--- src/rtl/pipe_pkg.sv ---
// Shared EX/MEM pipeline types: default widths, payload layout and skid-buffer states.
package pipe_pkg;

  localparam int XLEN_DEF = 32;
  localparam int RW_DEF   = 5;

  typedef enum logic [1:0] {
    EMPTY = 2'd0,
    ONE   = 2'd1,
    FULL  = 2'd2
  } state_e;

  // Forwarded fields (dstn, y, regwrite) sit in the low bits so the buffer can slice them out.
  typedef struct packed {
    logic [RW_DEF-1:0]   rs;
    logic [RW_DEF-1:0]   rt;
    logic [XLEN_DEF-1:0] wdata;
    logic                memread;
    logic                memwrite;
    logic                memtoreg;
    logic [RW_DEF-1:0]   dstn;
    logic [XLEN_DEF-1:0] y;
    logic                regwrite;
  } ex_mm_payload_t;

  function automatic logic [1:0] occ_of(state_e s);
    case (s)
      ONE:     return 2'd1;
      FULL:    return 2'd2;
      default: return 2'd0;
    endcase
  endfunction

endpackage

--- src/rtl/ex_mm_stage_if.sv ---
// EX -> EX/MEM -> MEM link: input handshake, head-entry outputs and forwarding view.
interface ex_mm_stage_if #(
  parameter int XLEN = 32,
  parameter int RW   = 5
);
  logic            in_valid;
  logic            in_ready;
  logic [RW-1:0]   dstn_in;
  logic [RW-1:0]   rs_in;
  logic [RW-1:0]   rt_in;
  logic [XLEN-1:0] y_in;
  logic [XLEN-1:0] wdata_in;
  logic            memread_in;
  logic            memwrite_in;
  logic            memtoreg_in;
  logic            regwrite_in;

  logic            out_valid;
  logic            out_ready;
  logic [RW-1:0]   dstn_out;
  logic [RW-1:0]   rs_out;
  logic [RW-1:0]   rt_out;
  logic [XLEN-1:0] y_out;
  logic [XLEN-1:0] wdata_out;
  logic            memread_out;
  logic            memwrite_out;
  logic            memtoreg_out;
  logic            regwrite_out;

  logic            fwd_valid;
  logic [RW-1:0]   fwd_dstn;
  logic [XLEN-1:0] fwd_y;
  logic [1:0]      occupancy;

  // Environment side: EX producer plus MEM consumer.
  modport master (
    output in_valid, dstn_in, rs_in, rt_in, y_in, wdata_in,
           memread_in, memwrite_in, memtoreg_in, regwrite_in, out_ready,
    input  in_ready, out_valid, dstn_out, rs_out, rt_out, y_out, wdata_out,
           memread_out, memwrite_out, memtoreg_out, regwrite_out,
           fwd_valid, fwd_dstn, fwd_y, occupancy
  );

  // Stage side.
  modport slave (
    input  in_valid, dstn_in, rs_in, rt_in, y_in, wdata_in,
           memread_in, memwrite_in, memtoreg_in, regwrite_in, out_ready,
    output in_ready, out_valid, dstn_out, rs_out, rt_out, y_out, wdata_out,
           memread_out, memwrite_out, memtoreg_out, regwrite_out,
           fwd_valid, fwd_dstn, fwd_y, occupancy
  );
endinterface

--- src/rtl/pipe_skid_buf.sv ---
// Generic 2-entry skid buffer (head H, skid S) with registered ready and synchronous flush.
module pipe_skid_buf import pipe_pkg::*; #(
  parameter int W     = 8,
  parameter int FWD_W = W
) (
  input  logic             clk,
  input  logic             reset,
  input  logic             flush,
  input  logic             in_valid,
  output logic             in_ready,
  input  logic [W-1:0]     in_data,
  output logic             out_valid,
  input  logic             out_ready,
  output logic [W-1:0]     out_data,
  output logic [FWD_W-1:0] fwd_data,
  output logic [1:0]       occupancy
);

  state_e         state_q, state_d;
  logic [W-1:0]   h_q, h_d;
  logic [W-1:0]   s_q, s_d;
  logic           accept, drain;

  // Ready depends only on state, so MEM stalls never reach EX combinationally.
  assign in_ready  = (state_q != FULL) & ~reset;
  assign out_valid = (state_q != EMPTY);
  assign accept    = in_valid & in_ready;
  assign drain     = out_valid & out_ready;
  assign out_data  = h_q;
  assign fwd_data  = (state_q == FULL) ? s_q[FWD_W-1:0] : h_q[FWD_W-1:0];
  assign occupancy = occ_of(state_q);

  always_comb begin
    state_d = state_q;
    h_d     = h_q;
    s_d     = s_q;
    case (state_q)
      EMPTY: begin
        if (accept) begin
          h_d     = in_data;
          state_d = ONE;
        end
      end
      ONE: begin
        if (accept && drain) begin
          h_d = in_data;
        end else if (accept) begin
          s_d     = in_data;
          state_d = FULL;
        end else if (drain) begin
          state_d = EMPTY;
        end
      end
      FULL: begin
        if (drain) begin
          h_d     = s_q;
          state_d = ONE;
        end
      end
      default: state_d = EMPTY;
    endcase
    // Squash leaves payload untouched so invalid outputs keep their last value.
    if (flush) begin
      state_d = EMPTY;
      h_d     = h_q;
      s_d     = s_q;
    end
  end

  always_ff @(posedge clk) begin
    if (reset) begin
      state_q <= EMPTY;
      h_q     <= '0;
      s_q     <= '0;
    end else begin
      state_q <= state_d;
      h_q     <= h_d;
      s_q     <= s_d;
    end
  end

endmodule

--- src/rtl/ex_mm_stage.sv ---
// Handshaked EX/MEM stage: packs the EX bundle into a skid buffer, gates control, exports forwarding.
module ex_mm_stage import pipe_pkg::*; #(
  parameter int XLEN = XLEN_DEF,
  parameter int RW   = RW_DEF
) (
  input logic           clk,
  input logic           reset,
  input logic           flush,
  ex_mm_stage_if.slave  bus
);

  typedef struct packed {
    logic [RW-1:0]   rs;
    logic [RW-1:0]   rt;
    logic [XLEN-1:0] wdata;
    logic            memread;
    logic            memwrite;
    logic            memtoreg;
    logic [RW-1:0]   dstn;
    logic [XLEN-1:0] y;
    logic            regwrite;
  } payload_t;

  typedef struct packed {
    logic [RW-1:0]   dstn;
    logic [XLEN-1:0] y;
    logic            regwrite;
  } fwd_t;

  payload_t   in_p, head_p;
  fwd_t       fwd_p;
  logic       head_vld, live, ov;
  logic [1:0] occ;

  assign in_p.rs       = bus.rs_in;
  assign in_p.rt       = bus.rt_in;
  assign in_p.wdata    = bus.wdata_in;
  assign in_p.memread  = bus.memread_in;
  assign in_p.memwrite = bus.memwrite_in;
  assign in_p.memtoreg = bus.memtoreg_in;
  assign in_p.dstn     = bus.dstn_in;
  assign in_p.y        = bus.y_in;
  assign in_p.regwrite = bus.regwrite_in;

  pipe_skid_buf #(
    .W     ($bits(payload_t)),
    .FWD_W ($bits(fwd_t))
  ) u_buf (
    .clk       (clk),
    .reset     (reset),
    .flush     (flush),
    .in_valid  (bus.in_valid),
    .in_ready  (bus.in_ready),
    .in_data   (in_p),
    .out_valid (head_vld),
    .out_ready (bus.out_ready),
    .out_data  (head_p),
    .fwd_data  (fwd_p),
    .occupancy (occ)
  );

  // Registers only clear on the edge, so outputs are also forced low while reset is asserted.
  assign live = ~reset;
  assign ov   = live & head_vld;

  assign bus.out_valid    = ov;
  assign bus.dstn_out     = live ? head_p.dstn  : '0;
  assign bus.rs_out       = live ? head_p.rs    : '0;
  assign bus.rt_out       = live ? head_p.rt    : '0;
  assign bus.y_out        = live ? head_p.y     : '0;
  assign bus.wdata_out    = live ? head_p.wdata : '0;
  assign bus.memread_out  = ov & head_p.memread;
  assign bus.memwrite_out = ov & head_p.memwrite;
  assign bus.memtoreg_out = ov & head_p.memtoreg;
  assign bus.regwrite_out = ov & head_p.regwrite;

  assign bus.fwd_valid = ov & fwd_p.regwrite & (fwd_p.dstn != '0);
  assign bus.fwd_dstn  = live ? fwd_p.dstn : '0;
  assign bus.fwd_y     = live ? fwd_p.y    : '0;
  assign bus.occupancy = live ? occ : 2'd0;

endmodule

--- src/flat_wrapper.sv ---
// flat-port wrapper written by rule: the top's interface ports become plain ports
module ex_mm_stage_flat import pipe_pkg::*;
#(
  parameter int XLEN = XLEN_DEF,
  parameter int RW   = RW_DEF
)
  (clk, reset, flush, bus_in_valid, bus_dstn_in, bus_rs_in, bus_rt_in, bus_y_in, bus_wdata_in, bus_memread_in, bus_memwrite_in, bus_memtoreg_in, bus_regwrite_in, bus_out_ready, bus_in_ready, bus_out_valid, bus_dstn_out, bus_rs_out, bus_rt_out, bus_y_out, bus_wdata_out, bus_memread_out, bus_memwrite_out, bus_memtoreg_out, bus_regwrite_out, bus_fwd_valid, bus_fwd_dstn, bus_fwd_y, bus_occupancy);
  ex_mm_stage_if #(.XLEN(XLEN), .RW(RW)) bus_i ();
  input logic clk;
  input logic reset;
  input logic flush;
  input wire logic [$bits(bus_i.in_valid)-1:0] bus_in_valid;
  input wire logic [$bits(bus_i.dstn_in)-1:0] bus_dstn_in;
  input wire logic [$bits(bus_i.rs_in)-1:0] bus_rs_in;
  input wire logic [$bits(bus_i.rt_in)-1:0] bus_rt_in;
  input wire logic [$bits(bus_i.y_in)-1:0] bus_y_in;
  input wire logic [$bits(bus_i.wdata_in)-1:0] bus_wdata_in;
  input wire logic [$bits(bus_i.memread_in)-1:0] bus_memread_in;
  input wire logic [$bits(bus_i.memwrite_in)-1:0] bus_memwrite_in;
  input wire logic [$bits(bus_i.memtoreg_in)-1:0] bus_memtoreg_in;
  input wire logic [$bits(bus_i.regwrite_in)-1:0] bus_regwrite_in;
  input wire logic [$bits(bus_i.out_ready)-1:0] bus_out_ready;
  output wire logic [$bits(bus_i.in_ready)-1:0] bus_in_ready;
  output wire logic [$bits(bus_i.out_valid)-1:0] bus_out_valid;
  output wire logic [$bits(bus_i.dstn_out)-1:0] bus_dstn_out;
  output wire logic [$bits(bus_i.rs_out)-1:0] bus_rs_out;
  output wire logic [$bits(bus_i.rt_out)-1:0] bus_rt_out;
  output wire logic [$bits(bus_i.y_out)-1:0] bus_y_out;
  output wire logic [$bits(bus_i.wdata_out)-1:0] bus_wdata_out;
  output wire logic [$bits(bus_i.memread_out)-1:0] bus_memread_out;
  output wire logic [$bits(bus_i.memwrite_out)-1:0] bus_memwrite_out;
  output wire logic [$bits(bus_i.memtoreg_out)-1:0] bus_memtoreg_out;
  output wire logic [$bits(bus_i.regwrite_out)-1:0] bus_regwrite_out;
  output wire logic [$bits(bus_i.fwd_valid)-1:0] bus_fwd_valid;
  output wire logic [$bits(bus_i.fwd_dstn)-1:0] bus_fwd_dstn;
  output wire logic [$bits(bus_i.fwd_y)-1:0] bus_fwd_y;
  output wire logic [$bits(bus_i.occupancy)-1:0] bus_occupancy;
  assign bus_i.in_valid = bus_in_valid;
  assign bus_i.dstn_in = bus_dstn_in;
  assign bus_i.rs_in = bus_rs_in;
  assign bus_i.rt_in = bus_rt_in;
  assign bus_i.y_in = bus_y_in;
  assign bus_i.wdata_in = bus_wdata_in;
  assign bus_i.memread_in = bus_memread_in;
  assign bus_i.memwrite_in = bus_memwrite_in;
  assign bus_i.memtoreg_in = bus_memtoreg_in;
  assign bus_i.regwrite_in = bus_regwrite_in;
  assign bus_i.out_ready = bus_out_ready;
  assign bus_in_ready = bus_i.in_ready;
  assign bus_out_valid = bus_i.out_valid;
  assign bus_dstn_out = bus_i.dstn_out;
  assign bus_rs_out = bus_i.rs_out;
  assign bus_rt_out = bus_i.rt_out;
  assign bus_y_out = bus_i.y_out;
  assign bus_wdata_out = bus_i.wdata_out;
  assign bus_memread_out = bus_i.memread_out;
  assign bus_memwrite_out = bus_i.memwrite_out;
  assign bus_memtoreg_out = bus_i.memtoreg_out;
  assign bus_regwrite_out = bus_i.regwrite_out;
  assign bus_fwd_valid = bus_i.fwd_valid;
  assign bus_fwd_dstn = bus_i.fwd_dstn;
  assign bus_fwd_y = bus_i.fwd_y;
  assign bus_occupancy = bus_i.occupancy;
  ex_mm_stage #(.XLEN(XLEN), .RW(RW)) u_core (.clk(clk), .reset(reset), .flush(flush), .bus(bus_i));
endmodule
--- config.mk ---
export PLATFORM = sky130hd
export DESIGN_NAME = ex_mm_stage_flat
export DESIGN_NICKNAME = d
export VERILOG_FILES = /design/src/rtl/pipe_pkg.sv /design/src/rtl/ex_mm_stage_if.sv /design/src/rtl/pipe_skid_buf.sv /design/src/rtl/ex_mm_stage.sv /design/src/flat_wrapper.sv
export SDC_FILE = /design/constraint.sdc
export NUM_CORES = 1
export LEC_CHECK = 0
export BUFFER_PORTS_ARGS = -buffer_cell sky130_fd_sc_hd__buf_2
export CORE_AREA = 10 10 152 154
export DETAILED_ROUTE_END_ITERATION = 10
export DIE_AREA = 0 0 162 164
export MAX_ROUTING_LAYER = met4
export PLACE_DENSITY = 0.69
export REMOVE_ABC_BUFFERS = 1
export SYNTH_ARGS = -nofsm -noshare
export SYNTH_HDL_FRONTEND = slang
export SYNTH_SLANG_ARGS = --single-unit
--- constraint.sdc ---
create_clock -name clk -period 2.95 [get_ports clk]
set_clock_uncertainty 0.1 [all_clocks]
set_input_delay 0 -clock clk [delete_from_list [all_inputs] [get_ports clk]]
set_output_delay 0 -clock clk [all_outputs]
set_load 0.05 [all_outputs]
# Word level (Yosys, flattened, before mapping)

Index checks and enable logic that the tools add are counted.

Output and inout bits: 125
Logic and storage cells: 53
Bits in registers: 168

Bitwise logic cells: 13
Equal/unequal tests: 8
Mux-type cells: 20
Reduce and logical (&&, ||, !) cells: 9

Operators with widths:

| cell                                                 | number |
|---|---|
| 2-to-1 mux 83 bit                                    | 3 |
| one-hot mux 83 bit (3 select lines)                  | 1 |
| 2-to-1 mux 32 bit                                    | 3 |
| 2-to-1 mux 38 bit                                    | 1 |
| 2-to-1 mux 5 bit                                     | 4 |
| 2-to-1 mux 2 bit                                     | 6 |
| bitwise AND 1 bit                                    | 10 |
| inequality test 2 bit (second input constant)        | 5 |
| AND reduction 4 bit                                  | 2 |
| one-hot mux 2 bit (3 select lines)                   | 1 |
| AND reduction 5 bit                                  | 1 |
| nonzero test 5 bit                                   | 1 |
| one-hot mux 2 bit (2 select lines)                   | 1 |
| inequality test 3 bit (second input constant)        | 1 |
| inverter 1 bit                                       | 3 |
| nonzero test 3 bit                                   | 1 |
| equality test 2 x 1 -> 1 bit (second input constant) | 1 |
| equality test 2 bit (second input constant)          | 1 |
| zero test 2 bit                                      | 1 |
| nonzero test 2 bit                                   | 1 |
| OR reduction 2 bit                                   | 1 |
| logical AND 1 bit                                    | 1 |

# Longest topological paths before layout

Word-level depth: 6
Gate-level depth with buffers: 7

# Hierarchy

A second synthesis with hierarchy kept.

Cells, all modules: 1059
Area total of the unflattened synthesis: 8814.7 um2

By module, submodules not included:

| module        | cells an instance | instances | area each (um2) |
|---|---|---|---|
| pipe_skid_buf | 921               | 1         | 7933.9 |
| ex_mm_stage   | 138               | 1         | 880.8 |

# Worst setup path after synthesis

Ideal clock, no wire load.

Path kind: register to output
Start: register u_core.u_buf.state_q[0]
End: output bus_fwd_valid
Arrival: 2534 ps
Path buffers: 4
Stages on the path, launching flop included: 8
Setup slack: 316 ps
Required time: 2850 ps
Cell sequence: dfxtp_1 -> buf_4 -> nand2b_1 -> buf_2 -> buf_6 -> buf_2 -> nor3_1 -> nor4_1

Cells in the longest elaborated chain, start to end: 4

Ends and longest elaborated chain:

| item                                                             | line                                     | RTL |
|---|---|---|
| start, declared                                                  | pipe_skid_buf.sv:19                      | `state_e state_q, state_d;` |
| start signal, assigned                                           | pipe_skid_buf.sv:76                      | `state_q <= state_d;` |
| equality test 2 bit / nonzero test 2 bit (equally long branches) | pipe_skid_buf.sv:30, pipe_skid_buf.sv:26 |  |
| 2-to-1 mux 38 bit / bitwise AND 1 bit (equally long branches)    | pipe_skid_buf.sv:30, ex_mm_stage.sv:64   |  |
| nonzero test 5 bit / bitwise AND 1 bit (equally long branches)   | ex_mm_stage.sv:77                        | `assign bus.fwd_valid = ov & fwd_p.regwrite & (fwd_p.dstn != '0);` |
| bitwise AND 1 bit *                                              | ex_mm_stage.sv:77                        |  |
| end, declared                                                    | flat_wrapper.sv:34                       | `output wire logic [$bits(bus_i.fwd_valid)-1:0] bus_fwd_valid;` |

Mark *: on every way between the ends. The rest lies on a longest branch, timed or not.

# Final worst setup path

Start: input reset
End: register u_core.u_buf.s_q[37]

Cells in the longest elaborated chain, start to end: 6

Ends and longest elaborated chain:

| item                          | line                | RTL |
|---|---|---|
| start, declared               | flat_wrapper.sv:10  | `input logic reset;` |
| inverter 1 bit                | pipe_skid_buf.sv:25 | `assign in_ready = (state_q != FULL) & ~reset;` |
| bitwise AND 1 bit             | pipe_skid_buf.sv:25 |  |
| bitwise AND 1 bit             | pipe_skid_buf.sv:27 | `assign accept = in_valid & in_ready;` |
| logical AND 1 bit             | pipe_skid_buf.sv:45 | `if (accept && drain) begin` |
| inverter 1 bit (no line)      | -                   |  |
| AND reduction 4 bit (no line) | -                   |  |
| end signal, assigned          | pipe_skid_buf.sv:74 | `s_q <= '0;` |
| end signal, assigned          | pipe_skid_buf.sv:78 | `s_q <= s_d;` |
| end, declared                 | pipe_skid_buf.sv:21 | `logic [W-1:0] s_q, s_d;` |

Several ways; a longest one is shown, not always the timed one.
A chain may end at the register's enable or synchronous reset.

==> out/results.tsv <==
stage	metric	value	unit
finish	final_cells	1526	
clock_tree	numCtsBuffers	17	
logic_synthesis	synth.yosys.warnings	0	
finish	fillerInstances	1772	
logic_synthesis	synth_area_leaders	dfxtp_1 38%, a211oi_2 9.8%, mux2i_1 9.4%, a311oi_1 8.1%, a21oi_1 6.8%	
detailed_routing	drt_iter0_drc	735	
sta	hold_viol	0	
clock_tree	clk_pin_slew	0.07	ns
logic_synthesis	yosysUniqueCellTypes	31	
worst_setup_path	path_max_fanout	57	
worst_setup_path	crit_path_start_kind	input port	
logic_synthesis	yosysSeqAreaShare	0.3770	
floorplan	ioPinCount	213	
clock_tree	cts_root_buf	clkbuf_16	
placed_design	dpl-instance-area	0.01004	mm2
finish	fin_nets	1331	
floorplan	rows	52	
logic_synthesis	postSynthCellCount	1023	
hold_path	hold_path.class	input port to flip-flop	
worst_setup_path	cp_common_cell	dlygate4sd3_1	
sta	tns	0	ns
outcome	status	completed	
detailed_routing	dr.pass1.iters	5	
worst_setup_path	critPathArrivalTime	2.83	ns
placed_design	dp_hpwl	16.65	mm
floorplan	coreArea	0.02004	mm2
logic_synthesis	yosysTopAreaCellShare	0.3770	
grt	grt_antenna_before_repair	0	
logic_synthesis	synth_largest_area_cell	dfxtp_1	
run	cap_violations	0	
finish	drive_above_1_share	0.2747	
logic_synthesis	avgSynthCellArea	8.720	um2
worst_setup_path	worstPathCellList	dlygate4sd3_1, buf_8, or3_2, o21ai_0, a21oi_1, dlygate4sd3_1	
clock_tree	cts.path.max_buffers	2	
clock_tree	cts_tree	done	
detailed_routing	vias_per_cell	5.834	
sta	clock.fmax	0.3802	GHz
clock_tree	clkLatencyLatePin	0.42	ns
grt	gr-usage-all-layers	0.2172	
finish	final_core_util	0.5845	
detailed_routing	drt-total-wl	29.26	mm
power	fin_total_pwr	5.770	mW
sta	worst_slew_pin_slew	1.051	ns
power	p_leak	4.914	nW
detailed_routing	ant_nets	0	
finish	num_antenna_cells	0	
finish	area_delta_synth_final	31.30	%
floorplan	start_util	0.4452	
grt	grt-ovfl-total	0	
detailed_routing	dr_total_vias	8902	
sta	fin_crit_sh	0.8916	
sta	maxSlewViolCount	0	
logic_synthesis	ys_ff_latch	168	
finish	fin_area	0.01171	mm2
detailed_routing	drc	0	
worst_setup_path	cp.required	3.15	ns
grt	grt_pass1_vias	8993	
floorplan	die_h	164	um
floorplan	die_w	162	um
sta	relSlewSlack	0.2993	
clock_tree	clock_sinks	168	
worst_setup_path	slowest_delay	0.95	ns
sta	period_needed	2.630	ns
worst_setup_path	critPathCaptureType	flip-flop	
sta	setup_violations	0	
grt	grt_pass1_wl	47.20	mm
placed_design	place.gp.congestion	0.8043	
grt	grt_max_degree	158	
power	peakVddDrop	0.3726	mV
clock_tree	htreeDepth	4	
floorplan	die_area	0.02657	mm2
logic_synthesis	netlist_area	0.008921	mm2
sta	rsz0062_at_grt	no	
placed_design	port_buffers	212	
detailed_routing	wl_per_cell	19.17	um
worst_setup_path	crit_type	input port to flip-flop	
placed_design	place_inst	1392	
power	power_density	492.5	mW/mm2
worst_setup_path	slowest_stage	or3_2	
clock_tree	cts_resized	0	
where the power goes:
| part | internal, mW | switching, mW |
|---|---|---|
| clock network | 1.47 | 0.998 |
| logic | 0.332 | 0.590 |
| registers | 2.34 | 0.0474 |
cell usage after synthesis (all sizes together):
master,count
a21oi,122
nor3,3
or4,2
a211oi,83
a311oi,83
or3,1
nor2,7
and3b,1
or3b,1
nand2,75
and2b,1
buf,66
dfxtp,168
o21ai,83
nor4,1
and2,4
nor3b,1
o21a,1
nand3b,1
clkbuf,67
a31o,1
nand3,83
mux2i,84
nand2b,2
nor2b,80
a22oi,1
and4bb,1
area by class of cell:
type	count	area, um2	area share
clock buffers	18	439.2	0.03749
repair buffers	334	2367	0.2021
multi-input cells	722	4997	0.4266
flip-flops and latches	168	3363	0.2871
clock inverters	14	209.0	0.01784
well taps	270	337.8	0.02884
per-layer routing:
| metal | up-vias | global-route usage | routed length (um) |
|---|---|---|---|
| li1 | 4231 | - | - |
| met1 | 4330 | 0.2595 | 12580 |
| met3 | 40 | 0.03905 | 1618 |
| met4 | 0 | 0.07196 | 619 |
| met2 | 301 | 0.3637 | 14440 |
| met5 | - | - | 0 |
cells by family (layout without fill, tap and decap cells):
group | Yosys count | after routing | synth area share
compound gates | 374 | 374 | 0.3083
buf+inv | 133 | 366 | 0.06844
flops | 168 | 168 | 0.3770
mux | 84 | 84 | 0.09425
simple gates | 264 | 264 | 0.1520
registers in the layout, indices dropped and copies added (netlist names):
register	flops
u_core.u_buf.s_q	83
u_core.u_buf.state_q	2
u_core.u_buf.out_data	83
critical path: cells and delay by family:
kind | cells | cell delay (ns)
AND/OR/NAND/NOR | 1 | 0.95
buffers and inverters | 3 | 1.39
AO/OA/AOI/OAI | 2 | 0.44
cell usage in the layout (no fill, tap or decap), types with 2 or more instances in the layout:
master,n
buf_2,211
nor2b_1,79
mux2i_1,84
a211oi_2,70
a211oi_1,13
bufinv_16,4
inv_8,2
nor2_1,6
nor3_1,2
nand2_1,75
clkbuf_16,17
buf_4,10
or4_1,2
and2_1,4
nand3_1,83
inv_6,4
o21ai_0,83
a311oi_1,83
clkinvlp_4,3
dlygate4sd3_1,102
dfxtp_1,168
nand2b_4,2
buf_12,10
a21oi_1,122
repair_timing:
item,CTS,global route
buffers inserted,0,0
hold buffers,102,0
endpoints found under the hold margin,167,0
per-stage QoR:
stage	setup WS (ns)	hold slack (ns)
finish	0.3197	0.1809
global route	0.1524	0.1906
floorplan	-2.903	-0.03535
global placement	0.8436	0.1650
CTS	0.3991	0.1561
detailed placement	0.8358	0.1724
path summary, 6_finish.rpt:
path | from | to | cells after the start | slack (ns)
setup / recovery | reset | u_core.u_buf.s_q[37] | 6 | 0.32
hold / removal | bus_out_ready | u_core.u_buf.s_q[19] | 5 | 0.18
setup reg to reg | u_core.u_buf.state_q[0] | u_core.u_buf.s_q[33] | 5 | 0.46
hold reg to reg | u_core.u_buf.s_q[41] | u_core.u_buf.s_q[41] | 2 | 0.37
(Power assumes the default switching activity.)
